<file path="src/rtl/serial_addsub_digit_if.sv">
// Digit-serial add/sub stream interface: operand digits in, result digits out.
// master drives operands and observes results; slave is the datapath side.
interface serial_addsub_digit_if #(
  parameter int DIGIT_W = 4
);
  logic               in_valid;
  logic               in_first;
  logic               in_sub;
  logic [DIGIT_W-1:0] a;
  logic [DIGIT_W-1:0] b;
  logic               out_valid;
  logic [DIGIT_W-1:0] sum;
  logic               out_last;
  logic               carry_out;
  logic               ovf;

  modport master (
    output in_valid, in_first, in_sub, a, b,
    input  out_valid, sum, out_last, carry_out, ovf
  );

  modport slave (
    input  in_valid, in_first, in_sub, a, b,
    output out_valid, sum, out_last, carry_out, ovf
  );
endinterface

</file>
<file path="src/rtl/serial_addsub_digit.sv">
// Digit-serial adder/subtractor, least-significant digit first, DIGIT_W bits
// per cycle, WORD_DIGITS digits per word, carry held between digits.
// Optional feature macro: SERIAL_ADDSUB_OVF_EN enables the signed overflow
// flag; without it ovf is tied low and the MSB carry-in tap is not built.
module serial_addsub_digit #(
  parameter int DIGIT_W     = 4,
  parameter int WORD_DIGITS = 8
) (
  input  logic                  clk,
  input  logic                  rst,
  serial_addsub_digit_if.slave  bus
);

  localparam int CNT_W = (WORD_DIGITS > 1) ? $clog2(WORD_DIGITS) : 1;
  localparam logic [CNT_W-1:0] LAST_CNT = CNT_W'(WORD_DIGITS - 1);
  localparam logic [CNT_W-1:0] ONE_CNT  = CNT_W'(1);

  logic               r_carry;
  logic               r_subMode;
  logic [CNT_W-1:0]   r_cnt;
  logic               r_busy;

  logic               w_accept;
  logic               w_subEff;
  logic               w_cin;
  logic               w_isLast;
  logic [DIGIT_W-1:0] w_bEff;
  logic [DIGIT_W-1:0] w_sum;
  logic [DIGIT_W:0]   w_carry;
  logic               w_ovf;

  // A digit counts only if it starts a word or continues one in progress;
  // digit 0 takes its mode and carry-in straight from in_sub.
  assign w_accept = bus.in_valid & (bus.in_first | r_busy);
  assign w_subEff = bus.in_first ? bus.in_sub : r_subMode;
  assign w_cin    = bus.in_first ? bus.in_sub : r_carry;
  assign w_bEff   = bus.b ^ {DIGIT_W{w_subEff}};
  assign w_isLast = bus.in_first ? (WORD_DIGITS == 1) : (r_cnt == LAST_CNT);

  // Ripple-carry chain of full adders built from plain gates.
  always_comb begin
    w_carry    = '0;
    w_sum      = '0;
    w_carry[0] = w_cin;
    for (int i = 0; i < DIGIT_W; i++) begin
      w_sum[i]       = bus.a[i] ^ w_bEff[i] ^ w_carry[i];
      w_carry[i + 1] = (bus.a[i] & w_bEff[i]) | (w_carry[i] & (bus.a[i] ^ w_bEff[i]));
    end
  end

`ifdef SERIAL_ADDSUB_OVF_EN
  assign w_ovf = w_carry[DIGIT_W-1] ^ w_carry[DIGIT_W];
`else
  assign w_ovf = 1'b0;
`endif

  // Registered outputs and word-tracking state; idle cycles clear the outputs
  // but leave carry/count/mode untouched so a word can stall indefinitely.
  always_ff @(posedge clk) begin
    if (rst) begin
      r_carry       <= 1'b0;
      r_subMode     <= 1'b0;
      r_cnt         <= '0;
      r_busy        <= 1'b0;
      bus.out_valid <= 1'b0;
      bus.sum       <= '0;
      bus.out_last  <= 1'b0;
      bus.carry_out <= 1'b0;
      bus.ovf       <= 1'b0;
    end else begin
      bus.out_valid <= w_accept;
      bus.sum       <= w_accept ? w_sum : '0;
      bus.out_last  <= w_accept & w_isLast;
      bus.carry_out <= w_accept & w_isLast & w_carry[DIGIT_W];
      bus.ovf       <= w_accept & w_isLast & w_ovf;
      if (w_accept) begin
        if (bus.in_first) begin
          r_subMode <= bus.in_sub;
        end
        if (w_isLast) begin
          r_busy  <= 1'b0;
          r_cnt   <= '0;
          r_carry <= 1'b0;
        end else begin
          r_busy  <= 1'b1;
          r_cnt   <= bus.in_first ? ONE_CNT : r_cnt + ONE_CNT;
          r_carry <= w_carry[DIGIT_W];
        end
      end
    end
  end

endmodule

</file>
<file path="src/flat_wrapper.sv">
// flat-port wrapper written by rule: the top's interface ports become plain ports
module serial_addsub_digit_flat 
#(
  parameter int DIGIT_W     = 4,
  parameter int WORD_DIGITS = 8
)
  (clk, rst, bus_in_valid, bus_in_first, bus_in_sub, bus_a, bus_b, bus_out_valid, bus_sum, bus_out_last, bus_carry_out, bus_ovf);
  serial_addsub_digit_if #(.DIGIT_W(DIGIT_W)) bus_i ();
  input  logic clk;
  input  logic rst;
  input wire logic [$bits(bus_i.in_valid)-1:0] bus_in_valid;
  input wire logic [$bits(bus_i.in_first)-1:0] bus_in_first;
  input wire logic [$bits(bus_i.in_sub)-1:0] bus_in_sub;
  input wire logic [$bits(bus_i.a)-1:0] bus_a;
  input wire logic [$bits(bus_i.b)-1:0] bus_b;
  output wire logic [$bits(bus_i.out_valid)-1:0] bus_out_valid;
  output wire logic [$bits(bus_i.sum)-1:0] bus_sum;
  output wire logic [$bits(bus_i.out_last)-1:0] bus_out_last;
  output wire logic [$bits(bus_i.carry_out)-1:0] bus_carry_out;
  output wire logic [$bits(bus_i.ovf)-1:0] bus_ovf;
  assign bus_i.in_valid = bus_in_valid;
  assign bus_i.in_first = bus_in_first;
  assign bus_i.in_sub = bus_in_sub;
  assign bus_i.a = bus_a;
  assign bus_i.b = bus_b;
  assign bus_out_valid = bus_i.out_valid;
  assign bus_sum = bus_i.sum;
  assign bus_out_last = bus_i.out_last;
  assign bus_carry_out = bus_i.carry_out;
  assign bus_ovf = bus_i.ovf;
  serial_addsub_digit #(.DIGIT_W(DIGIT_W), .WORD_DIGITS(WORD_DIGITS)) u_core (.clk(clk), .rst(rst), .bus(bus_i));
endmodule
</file>
<file path="config.mk">
export PLATFORM = sky130hd
export DESIGN_NAME = serial_addsub_digit_flat
export DESIGN_NICKNAME = d
export VERILOG_FILES = /design/src/rtl/serial_addsub_digit_if.sv /design/src/rtl/serial_addsub_digit.sv /design/src/flat_wrapper.sv
export SDC_FILE = /design/constraint.sdc
export NUM_CORES = 1
export LEC_CHECK = 0
export BUFFER_PORTS_ARGS = -buffer_cell sky130_fd_sc_hd__buf_2
export CELL_PAD_IN_SITES_DETAIL_PLACEMENT = 0
export CELL_PAD_IN_SITES_GLOBAL_PLACEMENT = 1
export CORE_MARGIN = 2
export CORE_UTILIZATION = 25
export DETAILED_ROUTE_END_ITERATION = 8
export GPL_TIMING_DRIVEN = 0
export HOLD_SLACK_MARGIN = 0.05
export PLACE_DENSITY = 0.6
export SYNTH_ARGS = -nofsm -noshare
export SYNTH_HDL_FRONTEND = slang
export SYNTH_SLANG_ARGS = --single-unit
</file>
<file path="constraint.sdc">
create_clock -name clk -period 3.4 [get_ports clk]
set_clock_uncertainty 0.05 [all_clocks]
set_input_delay 0 -clock clk [delete_from_list [all_inputs] [get_ports clk]]
set_output_delay 0 -clock clk [all_outputs]
set_load 0.02 [all_outputs]
</file>
==> metrics.csv <==
stage;metric;value;unit
status;status;completed;
global_route;number of antenna violations at the first check in global routing;0;
layout;P&R area growth vs syn;29.9;%
clock_tree;root buf cell;clkbuf_4;
layout;commonest non-fill, non-tap cell in the layout;buf_2;
setup_path;crit path max-delay cell type;dlygate4sd3_1;
drt;final WL;1.20;mm
power_and_ir_drop;Comb power frac;0.211;
setup_path;worst reg2reg endpoint;u_core.r_carry$_SDFFE_PP0P_;
power_and_ir_drop;cell-internal power;0.239;mW
global_route;first-pass GRT wire length;1.99;mm
setup_path;RR Startpoint;u_core.r_subMode$_SDFFE_PP0P_;
synthesis;Yosys warning count;0;
synthesis;Synth area leader;dfxtp_1;
timing;min Tclk post-route;2740;ps
setup_path;Crit path largest cell delay;540;ps
layout;most frequent cells in the layout;buf_2, dfxtp_1, nand2_1;
synthesis;Gate Count Post-Synth;64;
layout;ANT cells;0;
clock_tree;Clock Sinks;13;
power_and_ir_drop;power density over the cells;391;nW/um^2
hold_path;hold endpoint;u_core.bus.sum[0]$_SDFF_PP0_;
setup_path;Worst R2R Setup Slack;810;ps
power_and_ir_drop;switching power;0.0907;mW
place;Placed Area;776;um^2
clock_tree;CTS H-tree lvls;1;
timing;final setup vio count;0;
global_route;vias in the first global route;486;
power_and_ir_drop;Clk pwr share;0.293;
setup_path;CP Cell Sequence;dlygate4sd3_1 -> buf_6 -> mux2i_4 -> xnor2_1 -> fa_1 -> inv_1 -> fa_1 -> fa_1 -> fa_1 -> nand3b_1 -> a21oi_1;
hold_path;HP Class;primary input to register;
power_and_ir_drop;Reg power frac;0.496;
timing;unrepaired setup endpoints after global routing;false;
synthesis;unique cell type count in the Yosys netlist;24;
clock_tree;total CTS buffers;3;
setup_path;R2R depth;9;
setup_path;CP max FO;8;
drt;Post-DRT Antenna Nets;0;
timing;setup TNS;0;ps
timing;Max Fclk;365;MHz
drt;drt first pass iters;4;
drt;drt first-iter violations;4;
synthesis;register area share after synthesis;0.402;
synthesis;Yosys reg bits;13;
die;Rows;18;
clock_tree;CTS tree;done;
clock_tree;Reg clk slew, reported paths;80;ps
drt;# DRC;0;
setup_path;Setup crit start kind;primary input;
layout;Design Area, Final;842;um^2
setup_path;CP arrival;2900;ps
place;IO Port Bufs;18;
setup_path;Crit. End Element;register;
setup_path;most used cell, CP;fa_1;
drt;via count;497;
layout;Layout Nets;110;
die;Initial Util;0.262;
hold_path;worst hold path depth;3;
die;I/O pin cnt;21;
die;Core Box Area;2480;um^2
timing;Slew Limit Fails;0;
clock_tree;Resized cells post-CTS;0;
synthesis;mapped cell area;648;um^2
synthesis;top cells by area, synth;dfxtp_1, fa_1, a21oi_1, nand2_1, xor2_1;
timing;final hold vios;0;
synthesis;top-area cell type share of the netlist area;0.402;
die;Die Ht;54.9;um
hold_path;Hold Crit Start;bus_a[0];
die;chip width;54.9;um
setup_path;CP required;3560;ps
global_route;Total GRT Usage;0.0948;
power_and_ir_drop;VDD IR max;207;uV
run;MaxCap Viol Count;0;
clock_tree;clock latency on the worst-skew pair;270;ps
global_route;grt ovf;0;
layout;share of cells above drive strength 1;0.333;
drt;Vias/cell;4.14;
die;die area;3020;um^2
drt;routed len/inst;9.98;um
synthesis;Syn Area/Cell;10.1;um^2
place;HPWL Detailed;934;um
setup_path;critical path class;primary input to register;
power_and_ir_drop;Switching Fraction;0.275;
place;Final GP Congestion;0.709;
timing;final critical-path share of the clock period;0.806;
power_and_ir_drop;Lkg Pwr;0.389;nW
global_route;largest net degree at the start of global routing;9;
clock_tree;clk buf depth;2;
synthesis;Syn Nets;83;
how the worst max path moves through the flow:
stage               cells after the start  slack (ps)                     endpoint                     startpoint
floorplan                               9         970  u_core.r_carry$_SDFFE_PP0P_  u_core.r_subMode$_SDFFE_PP0P_
global placement                        9         840  u_core.r_carry$_SDFFE_PP0P_  u_core.r_subMode$_SDFFE_PP0P_
detailed placement                      9         800  u_core.r_carry$_SDFFE_PP0P_  u_core.r_subMode$_SDFFE_PP0P_
CTS                                    11         640  u_core.r_carry$_SDFFE_PP0P_                   bus_in_first
global route                           11         490  u_core.r_carry$_SDFFE_PP0P_                   bus_in_first
finish                                 11         660  u_core.r_carry$_SDFFE_PP0P_                   bus_in_first
cells by family (layout without fill, tap and decap cells):
group / count (synthesis) / after routing / synth area share
AO/OA/AOI/OAI: 9 / 9 / 0.0849
XOR/XNOR: 4 / 4 / 0.0541
adder cells (fa/ha/maj): 6 / 6 / 0.162
buffers and inverters: 7 / 33 / 0.0579
flip-flops: 13 / 13 / 0.402
multiplexers: 2 / 2 / 0.0521
other: 1 / 1 / 0.00579
AND/OR/NAND/NOR: 22 / 22 / 0.181
cell type report:
class                      instances  area (um^2)
clock buffer                       4         26.3
fill                             274         1640
inverter                           5         18.8
buffer                             2         18.8
sequential                        13          260
timing repair buffer              22          130
tap                               30         37.5
multi-input combinational         44          350
cells in the mapped netlist:
| cell type | number |
|---|---|
| nand2b_4 | 1 |
| and4bb_2 | 1 |
| nand2_1 | 8 |
| and2_4 | 1 |
| buf_4 | 1 |
| o21a_4 | 1 |
| mux2_2 | 1 |
| inv_1 | 4 |
| nor2_1 | 5 |
| o21ai_1 | 1 |
| conb_1 | 1 |
| fa_1 | 4 |
| a21oi_1 | 7 |
| nand3b_1 | 1 |
| xor2_1 | 3 |
| nand3_1 | 3 |
| dfxtp_1 | 13 |
| mux2i_4 | 1 |
| nand2b_1 | 1 |
| ha_1 | 2 |
| buf_6 | 1 |
| xnor2_1 | 1 |
| nor3_1 | 1 |
| inv_2 | 1 |
stage by stage:
step                      worst slack [ps]  std cells  power (mW)  hold slack (ps)  utilization
after floorplan                        970         64       0.214             19.1            -
after global placement                 844        112       0.233              215        0.313
after detailed placement               805        112       0.234              219        0.313
after CTS                              644        120       0.337             69.0        0.340
after global routing                   490        120       0.358             69.8        0.340
final                                  661        120       0.330             77.2        0.340
registers in the layout (all words and copies together), names as in the netlist:
name,count
u_core.r_busy,1
u_core.r_subMode,1
u_core.bus.out_last,1
u_core.bus.carry_out,1
u_core.bus.out_valid,1
u_core.bus.sum,4
u_core.r_cnt,3
u_core.r_carry,1
power groups by stage:
stage                     Sequential (mW)  Combinational [mW]  Clock [mW]
after floorplan                     0.172              0.0418           0
after global placement              0.167              0.0656           0
after detailed placement            0.167              0.0669           0
after CTS                           0.164              0.0708       0.103
after global routing                0.165              0.0821       0.111
final                               0.163              0.0694      0.0967
what timing repair did:
item | in CTS | in global routing
endpoints found under the hold margin | 8 | 0
hold buffers | 4 | 0
setup buffers | 0 | 0
critical path: cells and delay by family:
family                     cells  cell delay (ps)
muxes                          1              310
buffers and inverters          3              730
xor gates and xnor gates       1              180
AOI/OAI and AO/OA              1              130
and+or+nand+nor                1              170
adders and majority gates      4             1360
per-layer routing:
metal / share of wire / GRT usage / up-vias
li1: - / - / 257
met1: 0.44 / 0.106 / 224
met2: 0.48 / 0.165 / 16
met3: 0.076 / 0.0484 / 0
met4: 0 / 0.0122 / 0
met5: 0 / 0 / -
No activity file was read; power rests on OpenSTA's default activity.
